<file path="src/rtl/reg_array_stream_reader_pkg.sv">
// ----------------------------------------------------------------------------
// reg_array_stream_reader_pkg
//   Definitions shared by the register-array read sequencer and the array
//   it reads from:
//     - state encoding of the read sequencer (IDLE / READ / DRAIN)
//     - clogb2(): address width needed for a given number of entries
//   No ports (package).
// ----------------------------------------------------------------------------
package reg_array_stream_reader_pkg;

  // State encoding. Kept as localparams so that other blocks, such as status
  // registers or debug taps, can decode a raw state value without the enum type.
  localparam logic [1:0] S_IDLE  = 2'd0;
  localparam logic [1:0] S_READ  = 2'd1;
  localparam logic [1:0] S_DRAIN = 2'd2;

  typedef enum logic [1:0] {
    ST_IDLE  = S_IDLE,
    ST_READ  = S_READ,
    ST_DRAIN = S_DRAIN
  } rd_state_t;

  // Number of bits needed to address 'depth' entries (ceil(log2(depth))).
  // Never returns less than 1, so a one-entry array still gets a real
  // address bus.
  function automatic int clogb2(input int depth);
    int bits;
    bits = 0;
    for (int v = depth - 1; v > 0; v = v >> 1) begin
      bits = bits + 1;
    end
    return (bits < 1) ? 1 : bits;
  endfunction

endpackage : reg_array_stream_reader_pkg

</file>
<file path="src/rtl/reg_array_stream_reader_stream_out_reg.sv">
// ----------------------------------------------------------------------------
// stream_out_reg
//   One-entry output register slot for a valid/ready stream. The owner decides
//   when the slot may be written: it asserts i_load only when the slot is empty
//   or is being emptied in this cycle. A load with i_in_valid=0 empties the slot.
//   The data field is written only by a valid load. An emptying load or a
//   flush leaves it unchanged.
//
// Ports
//   i_clk       clock
//   i_reset     asynchronous active-high reset (all outputs to 0)
//   i_flush     synchronous cancel: drops valid/last, priority over i_load
//   i_load      write the slot this cycle
//   i_in_valid  valid bit to store on load
//   i_in_data   data word to store on a valid load
//   i_in_last   last flag to store on load
//   o_data      registered stream data
//   o_valid     registered stream valid
//   o_last      registered stream last flag
// ----------------------------------------------------------------------------
module stream_out_reg #(
  parameter int WIDTH = 12
) (
  input  logic             i_clk,
  input  logic             i_reset,
  input  logic             i_flush,
  input  logic             i_load,
  input  logic             i_in_valid,
  input  logic [WIDTH-1:0] i_in_data,
  input  logic             i_in_last,
  output logic [WIDTH-1:0] o_data,
  output logic             o_valid,
  output logic             o_last
);

  logic [WIDTH-1:0] r_data;
  logic             r_valid;
  logic             r_last;

  always_ff @(posedge i_clk or posedge i_reset) begin
    if (i_reset) begin
      r_data  <= '0;
      r_valid <= 1'b0;
      r_last  <= 1'b0;
    end else if (i_flush) begin
      r_valid <= 1'b0;
      r_last  <= 1'b0;
    end else if (i_load) begin
      r_valid <= i_in_valid;
      r_last  <= i_in_valid & i_in_last;
      if (i_in_valid) begin
        r_data <= i_in_data;
      end
    end
  end

  assign o_data  = r_data;
  assign o_valid = r_valid;
  assign o_last  = r_last;

endmodule : stream_out_reg

</file>
<file path="src/rtl/reg_array_stream_reader.sv">
// ----------------------------------------------------------------------------
// reg_array_stream_reader
//   Read-side sequencer for a distributed-RAM register array that has a
//   combinational read port. A start pulse begins a pass. The pass walks
//   addresses 0..n-1 on o_addrb and captures i_doutb into a one-entry output
//   register. Each entry leaves on a valid/ready stream with a last flag and
//   full backpressure.
//
// Ports
//   i_clk         clock
//   i_reset       asynchronous active-high reset
//   i_start       begin a pass (sampled only in IDLE)
//   i_nentries    entries in this pass, sampled with i_start (saturates at RAM_DEPTH)
//   i_abort       synchronous cancel of the current pass (priority over start)
//   o_addrb       registered read address to the array
//   i_doutb       combinational read data from the array
//   o_dout_data   stream data (registered)
//   o_dout_valid  stream valid
//   i_dout_ready  stream ready from consumer
//   o_dout_last   high with the final entry of the pass
//   o_busy        high in READ or DRAIN
//   o_done        one-cycle pulse when a pass completes (or when a zero-length
//                 pass is requested)
// ----------------------------------------------------------------------------
module reg_array_stream_reader
  import reg_array_stream_reader_pkg::*;
#(
  parameter  int RAM_WIDTH = 12,
  parameter  int RAM_DEPTH = 128,
  localparam int ADDR_W    = clogb2(RAM_DEPTH)
) (
  input  logic                 i_clk,
  input  logic                 i_reset,
  input  logic                 i_start,
  input  logic [ADDR_W:0]      i_nentries,
  input  logic                 i_abort,
  output logic [ADDR_W-1:0]    o_addrb,
  input  logic [RAM_WIDTH-1:0] i_doutb,
  output logic [RAM_WIDTH-1:0] o_dout_data,
  output logic                 o_dout_valid,
  input  logic                 i_dout_ready,
  output logic                 o_dout_last,
  output logic                 o_busy,
  output logic                 o_done
);

  // The remaining-entries counter is one bit wider than the address, so it
  // can hold RAM_DEPTH itself.
  localparam logic [ADDR_W:0]   DEPTH_CNT = (ADDR_W+1)'(RAM_DEPTH);
  localparam logic [ADDR_W:0]   CNT_ONE   = (ADDR_W+1)'(1);
  localparam logic [ADDR_W-1:0] ADDR_ONE  = ADDR_W'(1);

  rd_state_t         r_state;
  logic [ADDR_W-1:0] r_addrb;
  logic [ADDR_W:0]   r_remaining;
  logic              r_busy;
  logic              r_done;

  logic              w_load;        // output slot free or being emptied now
  logic              w_xfer;        // handshake completes at this edge
  logic              w_last_entry;  // the entry being read is the final one
  logic [ADDR_W:0]   w_start_count; // saturated entry count for a new pass
  logic              w_so_load;
  logic              w_so_valid;
  logic              w_so_last;

  assign w_xfer       = o_dout_valid & i_dout_ready;
  assign w_load       = ~o_dout_valid | i_dout_ready;
  assign w_last_entry = (r_remaining == CNT_ONE);

  always_comb begin
    w_start_count = i_nentries;
    if (i_nentries > DEPTH_CNT) begin
      w_start_count = DEPTH_CNT;
    end
  end

  // Controls for the output slot. In READ, each free slot takes the word
  // currently addressed. In DRAIN, the slot is emptied only when the final
  // word is accepted, so valid never drops without a transfer.
  always_comb begin
    w_so_load  = 1'b0;
    w_so_valid = 1'b0;
    w_so_last  = 1'b0;
    case (r_state)
      ST_READ: begin
        if (w_load) begin
          w_so_load  = 1'b1;
          w_so_valid = 1'b1;
          w_so_last  = w_last_entry;
        end
      end
      ST_DRAIN: begin
        if (w_xfer) begin
          w_so_load = 1'b1;
        end
      end
      default: begin
        w_so_load = 1'b0;
      end
    endcase
  end

  // Sequencer: state, address counter, remaining counter, busy and done.
  always_ff @(posedge i_clk or posedge i_reset) begin
    if (i_reset) begin
      r_state     <= ST_IDLE;
      r_addrb     <= '0;
      r_remaining <= '0;
      r_busy      <= 1'b0;
      r_done      <= 1'b0;
    end else begin
      r_done <= 1'b0;
      if (i_abort) begin
        // A cancelled pass does not complete, so there is no done pulse.
        r_state     <= ST_IDLE;
        r_addrb     <= '0;
        r_remaining <= '0;
        r_busy      <= 1'b0;
      end else begin
        case (r_state)
          ST_IDLE: begin
            if (i_start) begin
              if (i_nentries == '0) begin
                // Empty pass: report completion without reading anything.
                r_done <= 1'b1;
              end else begin
                r_addrb     <= '0;
                r_remaining <= w_start_count;
                r_busy      <= 1'b1;
                r_state     <= ST_READ;
              end
            end
          end
          ST_READ: begin
            if (w_load) begin
              r_remaining <= r_remaining - CNT_ONE;
              if (w_last_entry) begin
                // Keep the address on the final entry so that it never
                // wraps past the end of the pass.
                r_state <= ST_DRAIN;
              end else begin
                r_addrb <= r_addrb + ADDR_ONE;
              end
            end
          end
          ST_DRAIN: begin
            if (w_xfer) begin
              r_busy  <= 1'b0;
              r_done  <= 1'b1;
              r_state <= ST_IDLE;
            end
          end
          default: begin
            r_state     <= ST_IDLE;
            r_addrb     <= '0;
            r_remaining <= '0;
            r_busy      <= 1'b0;
          end
        endcase
      end
    end
  end

  stream_out_reg #(
    .WIDTH (RAM_WIDTH)
  ) u_stream_out_reg (
    .i_clk      (i_clk),
    .i_reset    (i_reset),
    .i_flush    (i_abort),
    .i_load     (w_so_load),
    .i_in_valid (w_so_valid),
    .i_in_data  (i_doutb),
    .i_in_last  (w_so_last),
    .o_data     (o_dout_data),
    .o_valid    (o_dout_valid),
    .o_last     (o_dout_last)
  );

  assign o_addrb = r_addrb;
  assign o_busy  = r_busy;
  assign o_done  = r_done;

endmodule : reg_array_stream_reader

</file>
<file path="config.mk">
export PLATFORM = sky130hd
export DESIGN_NAME = reg_array_stream_reader
export DESIGN_NICKNAME = d
export VERILOG_FILES = /design/src/rtl/reg_array_stream_reader_pkg.sv /design/src/rtl/reg_array_stream_reader_stream_out_reg.sv /design/src/rtl/reg_array_stream_reader.sv
export SDC_FILE = /design/constraint.sdc
export NUM_CORES = 1
export LEC_CHECK = 0
export BUFFER_PORTS_ARGS = -buffer_cell sky130_fd_sc_hd__buf_2
export CORE_UTILIZATION = 49
export DETAILED_ROUTE_END_ITERATION = 6
export PLACE_DENSITY = 0.72
export SYNTH_ARGS = -nofsm -noshare
export SYNTH_HDL_FRONTEND = slang
export SYNTH_HIERARCHICAL = 1
export SYNTH_SLANG_ARGS = --single-unit
</file>
<file path="constraint.sdc">
create_clock -name i_clk -period 4.15 [get_ports i_clk]
set_input_delay 0.2075 -clock i_clk [delete_from_list [all_inputs] [get_ports i_clk]]
set_output_delay 0.2075 -clock i_clk [all_outputs]
set_load 0.005 [all_outputs]
</file>
## Yosys cells after proc, flatten, opt, wreduce, memory -nomap -nowiden

Cells that the tools add are included.

- Reductions and logical operators: 8
- Mux-type cells: 38
- Add/subtract/negate cells: 2
- Equality and inequality tests: 11
- Bitwise operators: 5
- Order comparisons: 1

Operator list:

| cell | count |
|---|---|
| $mux W8 | 5 |
| $mux W7 | 5 |
| $pmux W8 S3 | 1 |
| $pmux W7 S3 | 1 |
| $ne A3 B3 Y1 const B | 6 |
| $mux W1 | 16 |
| $mux W2 | 6 |
| $reduce_and A5 Y1 | 2 |
| $eq A8 B1 Y1 const B | 1 |
| $gt A8 B8 Y1 const B | 1 |
| $logic_not A8 Y1 | 1 |
| $reduce_and A4 Y1 | 2 |
| $sub A8 B1 Y8 const B | 1 |
| $add A7 B1 Y7 const B | 1 |
| $pmux W2 S3 | 1 |
| $ne A2 B2 Y1 const B | 2 |
| $pmux W1 S2 | 2 |
| $pmux W1 S3 | 1 |
| $reduce_and A3 Y1 | 1 |
| $and A1 B1 Y1 | 2 |
| $eq A2 B1 Y1 const B | 1 |
| $eq A2 B2 Y1 const B | 1 |
| $logic_not A2 Y1 | 1 |
| $not A1 Y1 | 2 |
| other kinds (2) | 2 |

- Flip-flop bits (word level): 33
- Word-level logic and storage cells: 73
- Output and inout port bits: 23
- Input port bits: 25

## Logic depth before layout (Yosys ltp)

Gate-level depths: netlist (run 1).

- Depth in word-level cells: 7
- Depth in mapped cells: 7
- Mapped depth without buffers: 6

## Modules after synthesis

Netlist (run 1), hierarchy kept.

Modules (own cells, without submodules):

| module | cells an instance | area an instance (um^2) | instances | seq. area each (um^2) |
|---|---|---|---|---|
| reg_array_stream_reader | 151 | 1445.1 | 1 | 475.5 |
| stream_out_reg | 34 | 588.1 | 1 | 350.3 |

## Worst setup path before layout (run 1)

Ideal clock, no wire load.

- Path kind: register to register
- From: reg r_state[0]
- To: reg u_stream_out_reg.r_data[0], in the netlist u_stream_out_reg/o_data[0]
- Stages on the path, launching flop included: 8
- Data required time: 4025 ps
- Arrival: 1662 ps
- Setup time: 125 ps
- Path slack: 2363 ps
- Buffers on the path: 1
- Clock period less this slack: 1787 ps
- Cells stage by stage: dfrtp_1 -> inv_1 -> ha_1 -> a21oi_1 -> nor2_1 -> nand3b_4 -> buf_6 -> mux2_4

- Word-level cells in the longest chain between the ends: 3
- Elaborated cells on any way between the ends: 5
- Those cells by class: eq/ne (2); mux (2); reduce/logical (1)

Ends and longest elaborated chain:

| what | RTL line | text |
|---|---|---|
| start: declaration | reg_array_stream_reader.sv:53 | `rd_state_t r_state;` |
| start signal: assignment | reg_array_stream_reader.sv:107 | `r_state <= ST_IDLE;` |
| start signal: assignment | reg_array_stream_reader.sv:116 | `r_state <= ST_IDLE;` |
| start signal: assignment | reg_array_stream_reader.sv:131 | `r_state <= ST_READ;` |
| $eq A2 B2 Y1 / $eq A2 B1 Y1 (equally long branches) | reg_array_stream_reader.sv:85 | `case (r_state)` |
| $pmux W1 S2 * | reg_array_stream_reader.sv:85 |  |
| named net w_so_load | reg_array_stream_reader.sv:63 | `logic w_so_load;` |
| $reduce_and A3 Y1 (no source line) * | n/a |  |
| end signal: assignment | reg_array_stream_reader_stream_out_reg.sv:52 | `r_data <= i_in_data;` |
| end: declaration | reg_array_stream_reader_stream_out_reg.sv:36 | `logic [WIDTH-1:0] r_data;` |

Mark *: on every way through the listed nets, which the timed path passes. The rest lies on a longest branch.
A chain may end at the register's enable or synchronous reset.

## Worst setup path after layout (run 1)

- From: reg r_state[0]
- To: reg r_addrb[6], in the netlist o_addrb[6]

- Word-level cells in the longest chain between the ends: 3
- Elaborated cells on any way between the ends: 11
- Those cells by class: eq/ne (7); mux (2); reduce/logical (2)

Ends and longest elaborated chain:

| what | RTL line | text |
|---|---|---|
| $eq A2 B1 Y1, or another cell as far along | reg_array_stream_reader.sv:121 | `case (r_state)` |
| $ne A3 B3 Y1 (no source line), or another cell as far along | n/a |  |
| $reduce_and A5 Y1 (no source line) / $mux W7 (equally long branches) | n/a |  |
| end signal: assignment | reg_array_stream_reader.sv:143 | `r_addrb <= r_addrb + ADDR_ONE;` |
| end: declaration | reg_array_stream_reader.sv:54 | `logic [ADDR_W-1:0] r_addrb;` |

Parallel ways exist; a longest one is shown, timed or not.

==> results of run 1 <==
## logic make-up after synthesis
logic type | after synthesis | synth area share
simple gates | 63 | 0.215
compound gates | 50 | 0.185
buf+inv | 17 | 0.0486
flops | 33 | 0.406
fa+ha+maj | 7 | 0.0431
mux | 15 | 0.102
## registers in the layout (all words and copies together), names as in the netlist
| signal | flops |
|---|---|
| o_addrb | 7 |
| r_state | 2 |
| u_stream_out_reg/o_last | 1 |
| r_remaining | 8 |
| u_stream_out_reg/o_data | 12 |
| u_stream_out_reg/o_valid | 1 |
| o_busy | 1 |
| o_done | 1 |
## through the flow
stage / hold WS (ns) / cells / worst slack, ns / total power, mW
global route: 0.141 / 283 / 1.89 / 1.36
detailed placement: 0.268 / 275 / 2.03 / 1.02
floorplan: 0.0967 / 185 / 2.36 / 0.877
global placement: 0.257 / 275 / 2.06 / 1.02
CTS: 0.142 / 283 / 2.02 / 1.27
finish: 0.151 / 283 / 2.01 / 1.27
## power by group through the flow
stage | logic (mW) | registers, mW | clock network, mW
3_3_place_gp | 0.534 | 0.482 | 0
3_5_place_dp | 0.542 | 0.483 | 0
5_1_grt | 0.598 | 0.495 | 0.263
6_report | 0.545 | 0.483 | 0.245
4_1_cts | 0.542 | 0.481 | 0.249
2_1_floorplan | 0.403 | 0.474 | 0
## area by class of cell
cell class                 count  area share
multi-input combinational    135       0.469
timing repair buffer          48       0.104
sequential                    33       0.349
tap                           50      0.0264
clock buffer                   7      0.0365
inverter                      10      0.0159
## per-layer routing
layer	wire length (um)	GRT usage
met5	0	0
met4	63	0.0878
met3	298	0.0707
met2	2200	0.381
met1	2020	0.292
## worst max-delay path by stage
stage / endpoint / slack (ns) / depth (start not counted)
3_3_place_gp: o_addrb[6] / 2.06 / 6
3_5_place_dp: o_addrb[6] / 2.03 / 6
2_1_floorplan: u_stream_out_reg/o_data[0] / 2.36 / 7
5_1_grt: o_addrb[6] / 1.89 / 6
6_report: o_addrb[6] / 2.01 / 6
4_1_cts: o_addrb[6] / 2.02 / 6
## cells in the final DEF, fill, tap and decap left out, types with 3 or more instances in the layout
cell / instances
nor4_1: 3
nor2_1: 8
o31ai_1: 5
o21ai_0: 5
clkbuf_8: 6
nor3_1: 4
a21oi_1: 9
nand3_1: 6
o2bb2ai_1: 3
a22o_1: 3
dfrtp_1: 33
mux2_4: 11
nand2_1: 12
o211ai_1: 4
buf_2: 47
a211o_1: 4
ha_1: 7
inv_1: 10
nand2b_1: 4
## what timing repair did
action                    CTS  global route
setup buffers               0             0
hold buffers                1             0
hold endpoints to repair   14             0
resized for setup           0             0
==> impl_metrics.toml, run 1 <==
[route]
first_pass_iters = 4
drc = 0
vias = 1633
post_drt_wl_per_cell_um = 16.2
routed_wl_um = 4580
ant_nets = 0
drt_iter0_drc = 104
viasPerCell = 5.77

[critical_path]
end_kind = "flip-flop"
cp_top_family = "compound AO/OA/AOI/OAI gates"
crit_chain = "inv_1, ha_1, nor3b_4, a31o_2, nor2_2, a32o_1"
arrival_ns = 2.32
rrSetupSlack_ns = 2.01
crit_type = "reg -> reg"
reg2reg_to = "o_addrb[6]"
cp_data_required_time_ns = 4.33
cp-start-kind = "flip-flop"
cp-startpoint = "r_state[0]"
reg2reg_depth = 6
slowest_stage = "nor3b_4"
cpPeakStageDelay_ns = 0.43
critPathMaxFanout = 12
reg2reg_from = "r_state[0]"
critical_path_buf_inv_count = 1

[global_routing]
grt_pass1_vias = 1555
grt_max_degree = 20
track_usage = 0.235
grt_first_pass_wirelength_um = 7450
antenna_found_initial = 0
gr-total-overflow = 0

[layout]
fin_area_um2 = 2370
nNetsFinal = 265
post-route-util = 0.591
area_growth_pct = 16.4
antennaDiodeCount = 0
regArea_um2 = 826
final_layout_size_suffix_gt1_frac = 0.352
fill_cells = 361
multi_input_area_um2 = 1110

[hold_path]
hold_end = "u_stream_out_reg/o_data[3]"
min_path_type = "in -> reg"
hp-start = "i_doutb[3]"
whs_path_depth = 2

[floorplan]
core_um2 = 4000
dieArea_um2 = 4410
ios = 48
fp.dieH_um = 66.4
rows = 23
fp.dieW_um = 66.4
initial_utilization = 0.508

[clock_tree]
clock-sinks = 33
cts_max_level = 2
cts_tree = "yes"
clkLatencyLatePin_ns = 0.29
cts.clk_slew.worst_paths_ns = 0.07
cts_made_buffers = 5
clockRootBuffer = "clkbuf_8"
cts_buffer_depth = 2

[synth]
synth_ff_type = "dfrtp_1"
yosysSeqAreaShare = 0.406
netlist_instances = 185
synth_cell_types = 56
synth_warnings = 6
syn_area_um2 = 2030
yosys.area.top_type = "dfrtp_1"
synth-async-reset-ratio = 1.00
synth_seq_cells = 33
synth_edf_count = 0
yosys-top-cells-area = "dfrtp_1 41%, mux2_4 8.1%, ha_1 4.3%, a21oi_1 2.2%, buf_6 2.2%"
synth_fp_nets = 217
avgSynthCellArea_um2 = 11.0
synth_most_common_cell = "dfrtp_1"
synth_top_area_frac = 0.406
ys_top_cells_by_count = "33 x dfrtp_1, 12 x nand2_1, 11 x mux2_4"

[timing]
finalCritPeriodShare = 0.516
clock.fmax_ghz = 0.467
fin_crit_ns = 2.14
finalSetupViolCount = 0
fin_skew_ns = 0.00592
worstMarginPinSlew_ns = 0.768
hold_viol_final = 0
drv_slew = 0
rsz0062_at_grt = "false"
slew-limit-headroom = 0.487
fin_setup_tns_ns = 0

[power_and_ir_drop]
power.density_nw_per_um2 = 538
p_leak_nw = 1.19
ir_drop_mv = 0.295
combPwrFrac = 0.428
swShare = 0.374
p_sw_uw = 476
clockPowerShare = 0.192
power_frac_seq = 0.379
intPower_uw = 796

[flow_run]
cap_violations = 0

[place]
place_congestion = 0.814
dpl_cell_area_um2 = 2270
dp_hpwl_um = 3410
portBuffers = 47

[run_status]
status = "finished clean"
No activity file was read; power rests on OpenSTA's default activity.
==> run 2, diff against run 1 <==
- ABC_AREA: default -> 1
- CORE_UTILIZATION: 49 -> 48
- PLACE_DENSITY: 0.72 -> 0.73
- clock period: 4.15 -> 1.8 ns (I/O delays scaled with it)
==> impl_metrics.toml, run 2 <==
[power_and_ir_drop]
ir_drop_mv = 0.802
p_leak_nw = 1.40
power.density_nw_per_um2 = 1340
total_power_mw = 3.25

[layout]
fin_area_um2 = 2420
post-route-util = 0.602
final_cell_mix = "111 x nand2_1, 47 x buf_2, 33 x dfrtp_1"
fill_cells = 391
largest_reg_flops = 12
final_cells = 384
area_growth_pct = 19.2
antennaDiodeCount = 0
final_layout_size_suffix_gt1_frac = 0.234
nNetsFinal = 365
final_common_cell = "nand2_1"

[critical_path]
crit_chain = "inv_1, ha_1, buf_4, nand2_4, nor2_2, nor2_4, nand3_2, o21ai_0"
cp_data_required_time_ns = 2.00
arrival_ns = 1.86
cp-startpoint = "r_state[1]"
rrSetupSlack_ns = 0.14
reg2reg_from = "r_state[1]"
cp-start-kind = "flip-flop"
end_kind = "flip-flop"
reg2reg_depth = 8
crit_type = "reg -> reg"
crit_end = "o_addrb[6]"
slowest_stage = "dfrtp_1"
cpPeakStageDelay_ns = 0.36
critPathMaxFanout = 12
reg2reg_to = "o_addrb[6]"

[synth]
synth_ff_type = "dfrtp_1"
syn_area_um2 = 2030
synth_top_area_frac = 0.406
yosys.area.top_type = "dfrtp_1"
yosys.area_share.simple = 0.404
synth-async-reset-ratio = 1.00
synth_top_family_by_area = "simple AND/OR/NAND/NOR gates"
avgSynthCellArea_um2 = 7.34
synthAdderAreaFrac = 0.0431
ys_top_cells_by_count = "111 x nand2_1, 33 x dfrtp_1, 28 x inv_1"
synth_cell_types = 29
synth_fp_nets = 309
synth-compound-area-share = 0.0511
synth_warnings = 6
synth_edf_count = 0
yosys-top-cells-area = "dfrtp_1 41%, nand2_1 20%, nand4_1 5.8%, inv_1 5.2%, nand3_1 4.9%"
netlist_instances = 277
yosys.area_share.xor_xnor = 0.00862
synthMuxAreaShare = 0
synth_seq_cells = 33
yosysSeqAreaShare = 0.406
synth_most_common_cell = "nand2_1"

[place]
portBuffers = 47
dpl_worst_slack_ns = 0.133
dpl_cell_area_um2 = 2330
place_congestion = 0.829
dp_hpwl_um = 3500
placed_cells = 375

[timing]
rsz0062_at_grt = "false"
slew-limit-headroom = 0.482
fin_skew_ns = 0.00578
whs_ns = 0.0516
fin_crit_ns = 1.66
finalSetupViolCount = 0
final.setup.worst_slack_ns = 0.142
worstMarginPinSlew_ns = 0.776
finalCritPeriodShare = 0.921
hold_viol_final = 0
clock.fmax_ghz = 0.603
fin_setup_tns_ns = 0
drv_slew = 0

[route]
routed_wl_um = 4600
post_drt_wl_per_cell_um = 12.0
drc = 0
ant_nets = 0
vias = 1897
viasPerCell = 4.94
first_pass_iters = 4
drt_iter0_drc = 79

[floorplan]
dieArea_um2 = 4500
initial_utilization = 0.505
rows = 23
core_um2 = 4030
fp.dieH_um = 67.1
ios = 48
fp.dieW_um = 67.1

[global_routing]
track_usage = 0.228
grt_max_degree = 20
use_met2 = 0.340
gr-total-overflow = 0
met1_usage = 0.318
met3_usage = 0.0565
antenna_found_initial = 0
grt_first_pass_wirelength_um = 7670
grt_busiest_layer = "met2"
grt_pass1_vias = 1679

[flow_run]
cap_violations = 0

[clock_tree]
cts_buffer_depth = 2
clkLatencyLatePin_ns = 0.29
clockRootBuffer = "clkbuf_8"
clock-sinks = 33
cts_tree = "yes"
cts_made_buffers = 5
cts_max_level = 2
cts.clk_slew.worst_paths_ns = 0.07

[hold_path]
whs_path_depth = 3
min_path_type = "in -> reg"

[run_status]
status = "finished clean"
==> run 2: cell count changes after synthesis, moves of 5 or more <==
cell     delta
a21oi_1     -7
inv_1      +18
mux2_4     -11
nand2_1    +99
nand3_1    +14
nand4_1    +18
nor2_1     +12
o31ai_1     -5
==> run 2: layout make-up <==
class / count / area (um^2) / share of cell area
sequential: 33 / 826 / 0.341
clock buffer: 6 / 72.6 / 0.0299
clock inverter: 2 / 10.0 / 0.00413
tap: 50 / 62.6 / 0.0258
multi-input combinational: 208 / 1040 / 0.427
timing repair buffer: 56 / 305 / 0.126
inverter: 29 / 111 / 0.0459
==> run 2: how the worst min path moves through the flow <==
stage                    start                         end  slack, ns
detailed placement     i_reset  u_stream_out_reg/o_data[2]       0.17
finish              i_doutb[3]  u_stream_out_reg/o_data[3]       0.05
global placement       i_reset  u_stream_out_reg/o_data[1]       0.16
CTS                 i_doutb[3]  u_stream_out_reg/o_data[3]       0.05
global route        i_doutb[8]  u_stream_out_reg/o_data[8]       0.06
floorplan              i_reset  u_stream_out_reg/o_data[0]      -0.02
==> run 2: kinds of logic (layout without fill, tap and decap cells) <==
| logic type | after synthesis | after routing |
|---|---|---|
| adders and majority gates | 7 | 7 |
| DFF | 33 | 33 |
| buffers and inverters | 36 | 93 |
| and+or+nand+nor | 182 | 182 |
| xor gates and xnor gates | 2 | 2 |
| AOI/OAI and AO/OA | 17 | 17 |
==> run 2: critical path, delay by kind of cell, from the launching register on <==
| family | cells | cell delay [ns] |
|---|---|---|
| flip-flops | 1 | 0.36 |
| AND/OR/NAND/NOR | 4 | 0.52 |
| adder cells (fa/ha/maj) | 1 | 0.19 |
| buffers and inverters | 2 | 0.22 |
| AO/OA/AOI/OAI | 1 | 0.26 |
==> run 2: repair_timing <==
action | 4_1_cts | 5_1_grt
hold buffers | 1 | 0
endpoints found under the setup margin | 0 | 2
buffers inserted | 0 | 0
resized for setup | 0 | 1
hold endpoints to repair | 33 | 0
==> run 2: layer usage <==
metal / wire length, um / part of all wire
met5: 0 / 0
met4: 82 / 0.018
met3: 154 / 0.033
met2: 2060 / 0.45
met1: 2300 / 0.50
==> run 2: power by group <==
part | total (mW) | internal (mW) | switching [mW] | leakage (nW)
clock network | 0.549 | 0.268 | 0.281 | 0.0450
registers | 1.16 | 0.962 | 0.194 | 0.443
logic | 1.54 | 0.606 | 0.936 | 0.913
